==> src/rtl/hr_timing_pkg.sv <==
// Shared timing constants, scheduler state encoding and prescaler sizing helpers
// for the heart-rhythm timing blocks.
package hr_timing_pkg;

  localparam int CLK_HZ_DEFAULT  = 50000000;
  localparam int TICK_HZ_DEFAULT = 1000;

  typedef enum logic [0:0] {
    IDLE  = 1'b0,
    SWEEP = 1'b1
  } sched_state_e;

  // Clock cycles per tick.
  function automatic int calc_div(input int clk_hz, input int tick_hz);
    return clk_hz / tick_hz;
  endfunction

  // Prescaler counter width for a given divide ratio (never below one bit).
  function automatic int calc_div_w(input int div);
    return (div > 1) ? $clog2(div) : 1;
  endfunction

endpackage

==> src/rtl/ms_timer_scheduler_rr_arbiter.sv <==
// Combinational round-robin arbiter: first request at or above the pointer,
// wrapping, wins; returns a one-hot grant plus its index.
module rr_arbiter #(
  parameter int N  = 4,
  parameter int IW = (N > 1) ? $clog2(N) : 1
) (
  input  logic [N-1:0]  req,
  input  logic [IW-1:0] ptr,
  output logic [N-1:0]  gnt,
  output logic [IW-1:0] gnt_idx,
  output logic          valid
);

  int cand_s;

  // Rotating priority search starting at ptr.
  always_comb begin
    gnt     = '0;
    gnt_idx = '0;
    valid   = 1'b0;
    cand_s  = 0;
    for (int k = 0; k < N; k++) begin
      cand_s = int'(ptr) + k;
      if (cand_s >= N) begin
        cand_s = cand_s - N;
      end else begin
        cand_s = cand_s;
      end
      if (!valid && req[cand_s]) begin
        valid        = 1'b1;
        gnt[cand_s]  = 1'b1;
        gnt_idx      = IW'(cand_s);
      end else begin
        valid = valid;
      end
    end
  end

endmodule

==> src/rtl/ms_timer_scheduler.sv <==
// Millisecond timebase plus NUM_CH timeout channels serviced by one shared
// decrementer that sweeps every channel after each tick.
module ms_timer_scheduler
  import hr_timing_pkg::*;
#(
  parameter int CLK_HZ  = CLK_HZ_DEFAULT,
  parameter int TICK_HZ = TICK_HZ_DEFAULT,
  parameter int NUM_CH  = 4,
  parameter int CNT_W   = 12
) (
  input  logic                    clk,
  input  logic                    rst_n,
  input  logic [NUM_CH-1:0]       req_i,
  input  logic [NUM_CH*CNT_W-1:0] dur_i,
  output logic [NUM_CH-1:0]       ack_o,
  output logic [NUM_CH-1:0]       expire_o,
  output logic [NUM_CH-1:0]       active_o,
  output logic                    tick_o
);

  localparam int DIV = calc_div(CLK_HZ, TICK_HZ);
  localparam int PW  = calc_div_w(DIV);
  localparam int IW  = (NUM_CH > 1) ? $clog2(NUM_CH) : 1;

  if ((CLK_HZ % TICK_HZ) != 0) begin : g_bad_ratio
    $error("CLK_HZ must be an integer multiple of TICK_HZ");
  end
  if ((NUM_CH < 1) || (NUM_CH >= DIV)) begin : g_bad_num_ch
    $error("NUM_CH must be at least 1 and below CLK_HZ/TICK_HZ");
  end

  logic [PW-1:0]                   presc_r;
  logic                            tick_s;
  sched_state_e                    state_r, state_n;
  logic [IW-1:0]                   idx_r, idx_n;
  logic [IW-1:0]                   rr_ptr_r, rr_ptr_n;
  logic                            tick_pend_r, tick_pend_n;
  logic [NUM_CH-1:0]               ack_r, ack_n;
  logic [NUM_CH-1:0]               expire_r, expire_n;
  logic [NUM_CH-1:0]               active_r, active_n;
  logic [NUM_CH-1:0][CNT_W-1:0]    rem_r, rem_n;
  logic [NUM_CH-1:0][CNT_W-1:0]    dur_s;
  logic [NUM_CH-1:0]               eff_req_s;
  logic [NUM_CH-1:0]               gnt_s;
  logic [IW-1:0]                   gnt_idx_s;
  logic                            gnt_valid_s;

  assign dur_s  = dur_i;
  assign tick_s = (presc_r == PW'(DIV - 1));
  assign tick_o = tick_s;

  // A request still high while its ack pulse is out is the same request, not a new one.
  assign eff_req_s = req_i & ~ack_r;

  rr_arbiter #(
    .N  (NUM_CH),
    .IW (IW)
  ) u_arb (
    .req     (eff_req_s),
    .ptr     (rr_ptr_r),
    .gnt     (gnt_s),
    .gnt_idx (gnt_idx_s),
    .valid   (gnt_valid_s)
  );

  // Free-running tick prescaler.
  always_ff @(posedge clk or negedge rst_n) begin
    if (!rst_n) begin
      presc_r <= '0;
    end else if (tick_s) begin
      presc_r <= '0;
    end else begin
      presc_r <= presc_r + PW'(1);
    end
  end

  // Next-state logic: tick sweep takes priority over load grants.
  always_comb begin
    state_n     = state_r;
    idx_n       = idx_r;
    rr_ptr_n    = rr_ptr_r;
    tick_pend_n = tick_pend_r | tick_s;
    ack_n       = '0;
    expire_n    = '0;
    active_n    = active_r;
    rem_n       = rem_r;
    case (state_r)
      IDLE: begin
        if (tick_pend_r) begin
          state_n     = SWEEP;
          idx_n       = '0;
          tick_pend_n = tick_s;
        end else if (gnt_valid_s) begin
          ack_n    = gnt_s;
          rr_ptr_n = (gnt_idx_s == IW'(NUM_CH - 1)) ? {IW{1'b0}} : gnt_idx_s + IW'(1);
          for (int i = 0; i < NUM_CH; i++) begin
            if (gnt_s[i]) begin
              // A zero duration cancels: remaining becomes 0 and the channel disarms.
              rem_n[i]    = dur_s[i];
              active_n[i] = (dur_s[i] != {CNT_W{1'b0}});
            end else begin
              rem_n[i]    = rem_r[i];
              active_n[i] = active_r[i];
            end
          end
        end else begin
          state_n = IDLE;
        end
      end
      SWEEP: begin
        if (active_r[idx_r]) begin
          if (rem_r[idx_r] == CNT_W'(1)) begin
            rem_n[idx_r]    = '0;
            active_n[idx_r] = 1'b0;
            expire_n[idx_r] = 1'b1;
          end else begin
            rem_n[idx_r] = rem_r[idx_r] - CNT_W'(1);
          end
        end else begin
          rem_n[idx_r] = rem_r[idx_r];
        end
        if (idx_r == IW'(NUM_CH - 1)) begin
          state_n = IDLE;
          idx_n   = '0;
        end else begin
          idx_n = idx_r + IW'(1);
        end
      end
      default: begin
        state_n = IDLE;
        idx_n   = '0;
      end
    endcase
  end

  // Scheduler state, channel register file and registered outputs.
  always_ff @(posedge clk or negedge rst_n) begin
    if (!rst_n) begin
      state_r     <= IDLE;
      idx_r       <= '0;
      rr_ptr_r    <= '0;
      tick_pend_r <= 1'b0;
      ack_r       <= '0;
      expire_r    <= '0;
      active_r    <= '0;
      rem_r       <= '0;
    end else begin
      state_r     <= state_n;
      idx_r       <= idx_n;
      rr_ptr_r    <= rr_ptr_n;
      tick_pend_r <= tick_pend_n;
      ack_r       <= ack_n;
      expire_r    <= expire_n;
      active_r    <= active_n;
      rem_r       <= rem_n;
    end
  end

  assign ack_o    = ack_r;
  assign expire_o = expire_r;
  assign active_o = active_r;

endmodule

==> config.mk <==
export PLATFORM = sky130hd
export DESIGN_NAME = ms_timer_scheduler
export DESIGN_NICKNAME = d
export VERILOG_FILES = /design/src/rtl/hr_timing_pkg.sv /design/src/rtl/ms_timer_scheduler_rr_arbiter.sv /design/src/rtl/ms_timer_scheduler.sv
export SDC_FILE = /design/constraint.sdc
export NUM_CORES = 1
export LEC_CHECK = 0
export ABC_CLOCK_PERIOD_IN_PS = 4250
export CAP_MARGIN = 25
export CORE_MARGIN = 2
export CORE_UTILIZATION = 45
export CTS_BUF_LIST = sky130_fd_sc_hd__clkbuf_8
export DETAILED_ROUTE_END_ITERATION = 10
export HOLD_SLACK_MARGIN = 0.06
export PLACE_DENSITY = 0.67
export SLEW_MARGIN = 20
export SYNTH_ARGS = -nofsm -noshare
export SYNTH_HDL_FRONTEND = slang
export SYNTH_SLANG_ARGS = --single-unit
export TNS_END_PERCENT = 100
==> constraint.sdc <==
create_clock -name clk -period 4.25 [get_ports clk]
set_clock_uncertainty 0.15 [all_clocks]
set_input_delay 1.275 -clock clk [delete_from_list [all_inputs] [get_ports clk]]
set_output_delay 1.275 -clock clk [all_outputs]
set_load 0.03 [all_outputs]
# Word level (Yosys, flattened, before mapping)
# Index checks and enable logic that the tools add are counted.
# W data, S select, Z words.
# classes
reduce_logical	24
n_eq_ne	13
n_addsub	11
n_lt_le_gt_ge	14
bitwise_logic	12
n_mux	80
# ops
operator	count
$mux W48	4
$ge A32 B1 Y1 const B	4
$lt A32 B4 Y1 const B	4
$mux W32	4
$bwmux W48	2
$ge A32 B4 Y1 const B	3
$pmux W48 S2	1
$sub A32 B4 Y32 const B	3
$mux W12	6
$mux W4	14
$and A48 B48 Y48	1
$not A48 Y48	1
$reduce_bool A12 Y1	4
$mux W1	26
$bmux W12 S2	1
$demux W12 S2	1
$reduce_and A5 Y1	4
$add A16 B1 Y16 const B	1
$eq A16 B16 Y1 const B	1
$mux W16	1
$reduce_and A3 Y1	5
$mux W2	7
$ne A2 B2 Y1 const B	7
$eq A12 B1 Y1 const B	1
other kinds (22)	48
# word_totals
register_bits	82
output_inout_bits	13
word_cells	169
in_bits	54

# Longest topological paths before layout
# Gate-level depths: netlist (run 1).
# depth
depth_word	19
depth_mapped	12
depth_no_buf	10

# By module
# Synthesis (run 1) repeated with hierarchy kept, for this count alone.
# hier_totals
hier_cells	538
area_unflattened_um2	5262.5
# modules_own_cells
module	area_each_um2	cells_each	seq_area_each_um2	n_inst
ms_timer_scheduler	4802.1	490	2052.0	1
rr_arbiter	460.4	48	0.0	1

# Worst setup path before layout (run 1)
# OpenSTA, ideal clock, no wires.
# synth_path
path_kind	input-to-reg
start	in req_i[2]
end	reg rem_r[16] (netlist bit)
arrival_time_ns	3.370
path_buffers	1
setup_slack_ns	0.612
path_stages	8
required_time_ns	3.982
setup_ns	0.118
cell_sequence	nor2b_1 > mux4_2 > a21o_1 > or2_2 > a311oi_1 > clkbuf_1 > o32ai_1 > a21o_1
# synth_via
elab_chain_len	16
word_cells_on_any_way	33
classes_between	2 x eq/ne; 20 x mux; 4 x bitwise; 7 x reduce/logical
# synth_lines
item	line_no	text
from (decl)	ms_timer_scheduler.sv:13	input logic [NUM_CH-1:0] req_i,
$and A4 B4 Y4 (*)	ms_timer_scheduler.sv:53	assign eff_req_s = req_i & ~ack_r;
$bmux W1 S2	ms_timer_scheduler_rr_arbiter.sv:29	if (!valid && req[cand_s]) begin
$mux W1 (implied by the code) (2 in a row)	ms_timer_scheduler_rr_arbiter.sv:29	
$mux W1	ms_timer_scheduler_rr_arbiter.sv:29	
$logic_not A1 Y1	ms_timer_scheduler_rr_arbiter.sv:29	
$logic_and A1 B1 Y1	ms_timer_scheduler_rr_arbiter.sv:29	
$mux W1	ms_timer_scheduler_rr_arbiter.sv:29	
$logic_not A1 Y1	ms_timer_scheduler_rr_arbiter.sv:29	
$logic_and A1 B1 Y1	ms_timer_scheduler_rr_arbiter.sv:29	
$mux W1	ms_timer_scheduler_rr_arbiter.sv:29	
$logic_not A1 Y1	ms_timer_scheduler_rr_arbiter.sv:29	
$logic_and A1 B1 Y1	ms_timer_scheduler_rr_arbiter.sv:29	
$mux W4 or $mux W1 (tied branches)	ms_timer_scheduler_rr_arbiter.sv:29	
$ne A2 B2 Y1 (no source line)	-	
$reduce_and A3 Y1 (no source line) (*)	-	
to (signal assigned)	ms_timer_scheduler.sv:155	rem_r <= rem_n;
to (decl)	ms_timer_scheduler.sv:41	logic [NUM_CH-1:0][CNT_W-1:0] rem_r, rem_n;
# Every way passes the cells marked *; elsewhere a longest branch is shown, timed or not. The select of a mux whose other input is x is not followed.
# A chain may end at the register's enable or synchronous reset.

# Worst setup path in the final report (run 1)
# layout_path
start	in req_i[3]
end	reg rem_r[14] (netlist bit)
# The elaborated chain is that of the path after synthesis.

==> reports/results.tsv, run 1 <==
metric	value	unit
die width	113	microns
startpoint types	input port	
Fin Hold WS	334	ps
DRC	0	
Via density	6.45	
dpl hpwl	12000	microns
final cell count without fillers	765	
clk root buf	clkbuf_8	
Pins Over Slew Limit	0	
row count	39	
clock-pin slew on the worst setup and hold paths	80	ps
ys flop type	dfrtp_1	
IO buf count	66	
maximum buffer depth of the clock tree	2	
Max-Cap Viols	0	
highest-count cells in the layout ignoring fill and taps	82 x dfrtp_1, 66 x nor2_1, 65 x clkdlybuf4s50_1	
Final Worst Setup Slack	322	ps
number of global-route vias before repair	4747	
Antenna Nets Post-Route	0	
latest clock arrival within the worst-skew pair	360	ps
I/O pins	67	
initial antenna violation count	0	
post-route clock period utilization	0.924	
iteration count of the initial detailed-routing pass	4	
Post-Syn Area per Cell	9.70	sq um
power density over cell area	733	mW/mm^2
GRT overflow	0	
Hold Crit Class	reg -> reg	
post-synthesis cell count	547	
Pwr Total	0.00466	W
Clk pwr share	0.124	
clock sink total	82	
CTS tree	done	
hold buffers post-CTS	0	
# Post-CTS Setup Buffers	0	
number of flops mapped to enable cells by yosys	0	
largest net degree at the start of global routing	83	
H-Tree Depth	3	
minimum clock period	3930	ps
commonest non-fill, non-tap cell in the layout	dfrtp_1	
GR Util All Layers	0.264	
setup violators final	0	
die area	0.0127	sq mm
outcome	complete, no violations	
area grow syn2layout	20.0	%
Worst EP arrival	4030	ps
setup TNS after final layout	0	ps
VDD IR max	0.325	mV
first-pass GRT wire length	25800	microns
Sw Pwr	0.00208	W
Die Y	113	microns
internal power	0.00258	W
Distinct cells, synth	73	
Seq/Total Area, Yosys	0.387	
switching share of power	0.447	
worst slew pin tran	990	ps
Ys Warns	0	
pre-CTS WS	2.56	ps
Async SR Flop Fraction	1.00	
ratio of cells with drive above 1 in the final layout	0.109	
dpl cells	749	
WL/cell	21.1	microns
final hold violations	0	
floorplan core area	0.0115	sq mm
Syn Nets	615	
count of state elements after synthesis	82	
Crit Path Category	in -> reg	
CP required	4360	ps
Initial Util	0.463	
total routed wirelength	16100	microns
nets@finish	685	
via count	4933	
starting DRC count in detailed routing	442	
FMAX	255	MHz
CP max FO	13	
Seq pwr share	0.274	
Hold Path Cell Cnt	1	
RSZ-0062 raised after global routing	false	
post-CTS resize count	0	
R2R depth	9	
mapped cell area	0.00530	sq mm
Leakage	2.69	nW
Worst setup EP type	flop	
Num CTS Buffers	9	
logic gate share of total power	0.602	
Final Wtd Congestion	0.938	
Ant. Diodes	0	
Slew headroom	0.340	
[per-layer routing]
layer,part of all wire,track usage,vias up,wire length [microns]
met2,0.46,0.393,248,7390
met3,0.087,0.0734,35,1410
met1,0.43,0.371,2427,6970
met4,0.023,0.0919,0,369
li1,-,-,2223,-
met5,0,0,-,0
[synth_stat cells, types with 7 or more instances]
cell	count	area share
nor2_1	66	0.047
a21oi_1	15	0.014
mux4_2	16	0.068
and3_1	9	0.011
inv_1	32	0.023
nand4_1	8	0.0094
ha_1	14	0.033
nand2b_1	9	0.011
nand2_1	38	0.027
o21ai_0	16	0.015
nand3_1	8	0.0075
o32ai_1	10	0.017
nor4_1	11	0.013
a21o_1	14	0.020
nor3_1	13	0.012
o22ai_1	8	0.0094
nor3b_1	9	0.013
xnor2_1	7	0.012
nor2b_1	11	0.013
dfrtp_1	82	0.39
a221o_1	30	0.057
clkbuf_1	19	0.013
[stage by stage]
stage,utilization,cell area (sq um)
after floorplan,-,5300
after CTS,0.555,6360
after detailed placement,0.537,6160
after global placement,0.537,6160
final,0.555,6360
after global routing,0.555,6360
[layout make-up]
type	instances	area, sq um
Clock buffer	11	151
Clock inverter	5	46.3
Fill cell	1022	5100
Inverter	35	131
Multi-Input combinational cell	407	3020
Sequential cell	82	2050
Tap cell	143	179
Timing Repair Buffer	82	782
[cell families (layout without fill, tap and decap cells)]
family          count (synthesis)  after routing  synth area share
compound gates                146            146             0.219
xor+xnor                       11             11            0.0182
fa+ha+maj                      14             14            0.0330
buf+inv                        58            133            0.0451
flops                          82             82             0.387
mux                            21             21            0.0788
simple gates                  215            215             0.219
[state kept, by name, indices dropped and copies added (netlist names), named ones only]
register / cells
tick_pend_r: 1
presc_r: 16
idx_r: 2
rem_r: 48
active_o: 4
ack_o: 4
expire_o: 4
rr_ptr_r: 1
state_r: 1
[worst max-delay path: stages]
cell,delay [ps]
clkdlybuf4s50_1,510
nor2b_1,240
nor4_1,590
o2bb2a_1,370
a21oi_1,240
a311oi_1,70
buf_4,200
a21o_1,280
a222oi_1,250
[path summary, 6_finish.rpt]
kind,end,startpoint,slack [ps]
min in group asynchronous,rem_r[44]$_DFFE_PN0P_,rst_n,800
hold / removal,presc_r[0]$_DFF_PN0_,presc_r[0]$_DFF_PN0_,330
setup reg to reg,rem_r[32]$_DFFE_PN0P_,rr_ptr_r[1]$_DFFE_PN0P_,680
setup / recovery,rem_r[14]$_DFFE_PN0P_,req_i[3],320
hold reg to reg,presc_r[0]$_DFF_PN0_,presc_r[0]$_DFF_PN0_,330
max in group asynchronous,presc_r[9]$_DFF_PN0_,rst_n,2630
[power by group through the flow]
stage          sequential, W  combinational [W]  clock [W]
2_1_floorplan        0.00125            0.00188          0
3_3_place_gp         0.00128            0.00268          0
3_5_place_dp         0.00128            0.00275          0
4_1_cts              0.00127            0.00276   0.000589
5_1_grt              0.00130            0.00305   0.000636
6_report             0.00128            0.00281   0.000578
Power figures use the tool's default switching activity.
==> run 2: changes to the inputs <==
Settings changed: CORE_UTILIZATION 45 to 55, PLACE_DENSITY 0.67 to 0.79.
==> run 2 against run 1 <==
Compared with the run above:
- worst hold slack improved by 6.2 ps
- final cell count is 1.2% lower
- routed wire length rose by 2.6%
- largest cell class unchanged
==> reports/results.tsv, run 2 (synthesis gave the netlist of run 1 again) <==
metric	value	unit
highest-count cells in the layout ignoring fill and taps	82 x dfrtp_1, 66 x nor2_1, 65 x clkdlybuf4s50_1	
via count	5100	
Crit Path Category	in -> reg	
ratio of cells with drive above 1 in the final layout	0.123	
CP max FO	10	
worst slew pin tran	973	ps
GR Util All Layers	0.331	
DRC	0	
r2r setup slk	540	ps
WL/cell	21.9	microns
Worst setup EP type	flop	
Hold Path Cell Cnt	1	
Setup crit start	req_i[2]	
max reg flops	48	
# Post-CTS Setup Buffers	0	
Num CTS Buffers	9	
row count	35	
Final Wtd Congestion	0.903	
Ant. Diodes	0	
Worst EP arrival	4130	ps
Pwr Total	0.00476	W
I/O pins	67	
CP required	4420	ps
Slew headroom	0.351	
largest net degree at the start of global routing	83	
floorplan core area	0.00928	sq mm
IO buf count	66	
initial antenna violation count	0	
clk root buf	clkbuf_8	
crit path cell chain	clkdlybuf4s50_1 -> nor2b_1 -> buf_4 -> or4_1 -> o2bb2a_1 -> a21boi_1 -> buf_4 -> o21ai_0 -> inv_2 -> a221o_1	
minimum clock period	3960	ps
Initial Util	0.571	
iteration count of the initial detailed-routing pass	8	
die width	102	microns
VDD IR max	0.416	mV
post-route clock period utilization	0.931	
Regs by FF count	rem_r x48, presc_r x16	
GRT overflow	0	
Antenna Nets Post-Route	0	
clock-pin slew on the worst setup and hold paths	90	ps
FMAX	253	MHz
Worst path slowest cell	clkdlybuf4s50_1	
final hold violations	0	
power density over cell area	743	mW/mm^2
Via density	6.75	
commonest non-fill, non-tap cell in the layout	dfrtp_1	
RSZ-0062 raised after global routing	false	
Most flops, register	rem_r	
latest clock arrival within the worst-skew pair	380	ps
total routed wirelength	16600	microns
die area	0.0104	sq mm
number of global-route vias before repair	4889	
setup violators final	0	
reg2reg start	idx_r[0]$_DFFE_PN0P_	
clock sink total	82	
Die Y	102	microns
Max-Cap Viols	0	
pre-CTS WS	-50.2	ps
starting DRC count in detailed routing	419	
Leakage	2.71	nW
outcome	complete, no violations	
R2R depth	7	
maximum buffer depth of the clock tree	2	
Max stage delay on crit path	480	ps
min-delay src	rem_r[18]$_DFFE_PN0P_	
startpoint types	input port	
CTS tree	done	
first-pass GRT wire length	26200	microns
Pins Over Slew Limit	0	
Hold Crit Class	reg -> reg	
CP most frequent cell	buf_4	
area grow syn2layout	20.8	%
post-CTS resize count	0	
H-Tree Depth	3	
hold buffers post-CTS	0	
nets@finish	690	
Final Worst Setup Slack	292	ps
dpl hpwl	12200	microns
[run 2: changes by cell type in the layout (fill, tap and decap cells not counted), sizes merged]
cell and change:
buf +5, clkbuf -1, clkinv -1, clkinvlp +1, inv +1
[run 2: worst max-delay path: cells and delay by family]
kind,cells,cell delay (ps)
AOI/OAI and AO/OA,4,1040
buffers and inverters,4,1140
and+or+nand+nor,2,670
[run 2: power breakdown]
group / switching [W] / leakage, nW / total (W) / internal, W
logic: 0.00162 / 1.57 / 0.00284 / 0.00122
registers: 0.000204 / 1.02 / 0.00127 / 0.00107
clock network: 0.000342 / 0.107 / 0.000643 / 0.000300
total: 0.00217 / 2.71 / 0.00476 / 0.00259
[run 2: layer usage]
metal,track usage,wire [microns],vias to the layer above
met5,0,0,-
met4,0.0964,498,0
met3,0.0759,1620,48
met2,0.517,7710,307
met1,0.467,6730,2502
li1,-,-,2243
[run 2: final timing paths]
| kind | end |
|---|---|
| setup reg to reg | rem_r[19]$_DFFE_PN0P_ |
| setup / recovery | rem_r[9]$_DFFE_PN0P_ |
| hold / removal | rem_r[18]$_DFFE_PN0P_ |
| hold reg to reg | rem_r[18]$_DFFE_PN0P_ |
| max in group asynchronous | rem_r[25]$_DFFE_PN0P_ |
| min in group asynchronous | presc_r[4]$_DFF_PN0_ |
[run 2: per-stage QoR]
stage	util	setup TNS [ps]	cells	hold slack [ps]	cell area [sq um]
6_report	0.690	0	756	340	6400
5_1_grt	0.690	0	756	353	6400
4_1_cts	0.689	0	756	337	6400
3_5_place_dp	0.666	-351	740	317	6190
3_3_place_gp	0.666	-2120	740	305	6180
2_1_floorplan	-	0	547	295	5300
[run 2: layout make-up]
type                    count  area (sq um)
flip-flops and latches     82          2050
inverters                  35           131
clock buffers              10           138
well taps                 129           161
multi-input cells         407          3030
clock inverters             6          77.6
repair buffers             87           820
fillers                   725          2880
==> run 3: changes to the inputs <==
--- a/config.mk
+++ b/config.mk
@@ -14,4 +14,5 @@
 export HOLD_SLACK_MARGIN = 0.06
 export PLACE_DENSITY = 0.79
+export SETUP_SLACK_MARGIN = 0.5
 export SLEW_MARGIN = 20
 export SYNTH_ARGS = -nofsm -noshare
--- a/constraint.sdc
+++ b/constraint.sdc
@@ -3,3 +3,3 @@
 set_input_delay 1.275 -clock clk [delete_from_list [all_inputs] [get_ports clk]]
 set_output_delay 1.275 -clock clk [all_outputs]
-set_load 0.03 [all_outputs]
+set_load 0.05 [all_outputs]
==> run 3 against run 2 <==
Compared with the run above:
- clock power fell by 5.9%
- worst setup slack better by 250 ps
- non-clock buffer count up 3
- cell area rose by 1.5%
- utilization is 1.1 points higher
- total power rose by 4.0%
- largest power group unchanged
==> reports/results.tsv, run 3 (synthesis gave the netlist of run 1 again) <==
metric	value	unit
outcome	complete, no violations	
r2r setup slk	710	ps
IO buf count	66	
CP max FO	6	
startpoint types	input port	
Final Wtd Congestion	0.922	
row count	35	
Max-Cap Viols	0	
ratio of cells with drive above 1 in the final layout	0.144	
Pins Over Slew Limit	0	
GR Util All Layers	0.328	
Crit Path Category	in -> reg	
highest-count cells in the layout ignoring fill and taps	81 x dfrtp_1, 65 x nor2_1, 63 x clkdlybuf4s50_1	
FMAX	270	MHz
Initial Util	0.571	
die width	102	microns
worst slew pin tran	835	ps
Setup crit start	req_i[3]	
maximum buffer depth of the clock tree	2	
number of global-route vias before repair	4921	
RSZ-0062 raised after global routing	true	
Num CTS Buffers	9	
area grow syn2layout	22.6	%
final hold violations	0	
via count	5092	
CTS tree	done	
CP required	4360	ps
clock-pin slew on the worst setup and hold paths	90	ps
Worst EP arrival	3820	ps
commonest non-fill, non-tap cell in the layout	dfrtp_1	
setup violators final	0	
clock sink total	82	
GRT overflow	0	
Regs by FF count	rem_r x48, presc_r x16	
Area after DPL	0.00617	sq mm
clk root buf	clkbuf_8	
DRC	0	
minimum clock period	3700	ps
met3 Use GR	0.0643	
iteration count of the initial detailed-routing pass	7	
post-route clock period utilization	0.872	
die area	0.0104	sq mm
total routed wirelength	16300	microns
initial antenna violation count	0	
Antenna Nets Post-Route	0	
Hold Crit Class	reg -> reg	
Critical path destination	rem_r[0]$_DFFE_PN0P_	
H-Tree Depth	3	
floorplan core area	0.00928	sq mm
Reg-to-Reg End	rem_r[0]$_DFFE_PN0P_	
Via density	6.71	
VDD IR max	0.309	mV
WL/cell	21.5	microns
Pwr Total	0.00495	W
largest net degree at the start of global routing	83	
latest clock arrival within the worst-skew pair	380	ps
GR peak layer	met2	
Leakage	2.76	nW
R2R depth	12	
power density over cell area	761	mW/mm^2
met1 Use GR	0.455	
GR Util met2	0.505	
Worst setup EP type	flop	
Slew headroom	0.441	
starting DRC count in detailed routing	504	
final instance area	0.00650	sq mm
reg2reg start	rr_ptr_r[1]$_DFFE_PN0P_	
Ant. Diodes	0	
final core occ	0.700	
dpl hpwl	11700	microns
fillers	735	
Fin Hold WS	341	ps
I/O pins	67	
first-pass GRT wire length	25600	microns
Most flops, register	rem_r	
Die Y	102	microns
max reg flops	48	
nets@finish	694	
run 3: stage by stage:
step                TNS [ps]  cells  setup slack, ps
finish                     0    759              545
CTS                        0    752              482
detailed placement     -40.6    737            -30.9
global placement       -2200    737             -257
floorplan                  0    547              602
global route               0    759              483
run 3: power breakdown:
| part | internal, W | total (W) | switching, W |
|---|---|---|---|
| Clock | 0.000278 | 0.000605 | 0.000327 |
| Combinational | 0.00136 | 0.00306 | 0.00170 |
| Sequential | 0.00107 | 0.00129 | 0.000215 |
run 3: worst min-delay path by stage:
stage / from / endpoint / slack (ps) / cells after the start
global placement: rem_r[18]$_DFFE_PN0P_ / rem_r[18]$_DFFE_PN0P_ / 310 / 1
CTS: rem_r[18]$_DFFE_PN0P_ / rem_r[18]$_DFFE_PN0P_ / 330 / 1
detailed placement: rem_r[18]$_DFFE_PN0P_ / rem_r[18]$_DFFE_PN0P_ / 310 / 1
global route: rem_r[18]$_DFFE_PN0P_ / rem_r[18]$_DFFE_PN0P_ / 360 / 1
finish: rem_r[18]$_DFFE_PN0P_ / rem_r[18]$_DFFE_PN0P_ / 340 / 1
floorplan: rem_r[16]$_DFFE_PN0P_ / rem_r[16]$_DFFE_PN0P_ / 290 / 1
run 3: area by class of cell:
cell class,instances,area (sq um),share of cell area
inverter,35,131,0.0202
timing repair buffer,90,863,0.133
multi-input combinational,407,3090,0.475
clock buffer,9,124,0.0190
tap,129,161,0.0248
clock inverter,6,75.1,0.0115
timing repair inverter,1,5.00,0.000770
sequential,82,2050,0.316
run 3: worst max-delay path, stage by stage:
cell	delay, ps
clkdlybuf4s50_1	420
nor2b_2	200
mux4_2	520
nor2_1	110
a2bb2oi_1	170
nor2_1	120
buf_4	180
o21ai_4	180
clkinvlp_2	120
buf_4	170
a221o_1	340
run 3: what timing repair did:
action / CTS / global route
setup endpoints to repair: 29 / 35
resized for setup: 5 / 14
setup buffers: 0 / 6
pin swaps: 0 / 2
cloned: 0 / 1
hold buffers: 0 / 0
run 3: routing by layer:
metal	wire length, microns	part of all wire
met5	0	0
met4	656	0.040
met3	1630	0.10
met2	7460	0.46
met1	6550	0.40
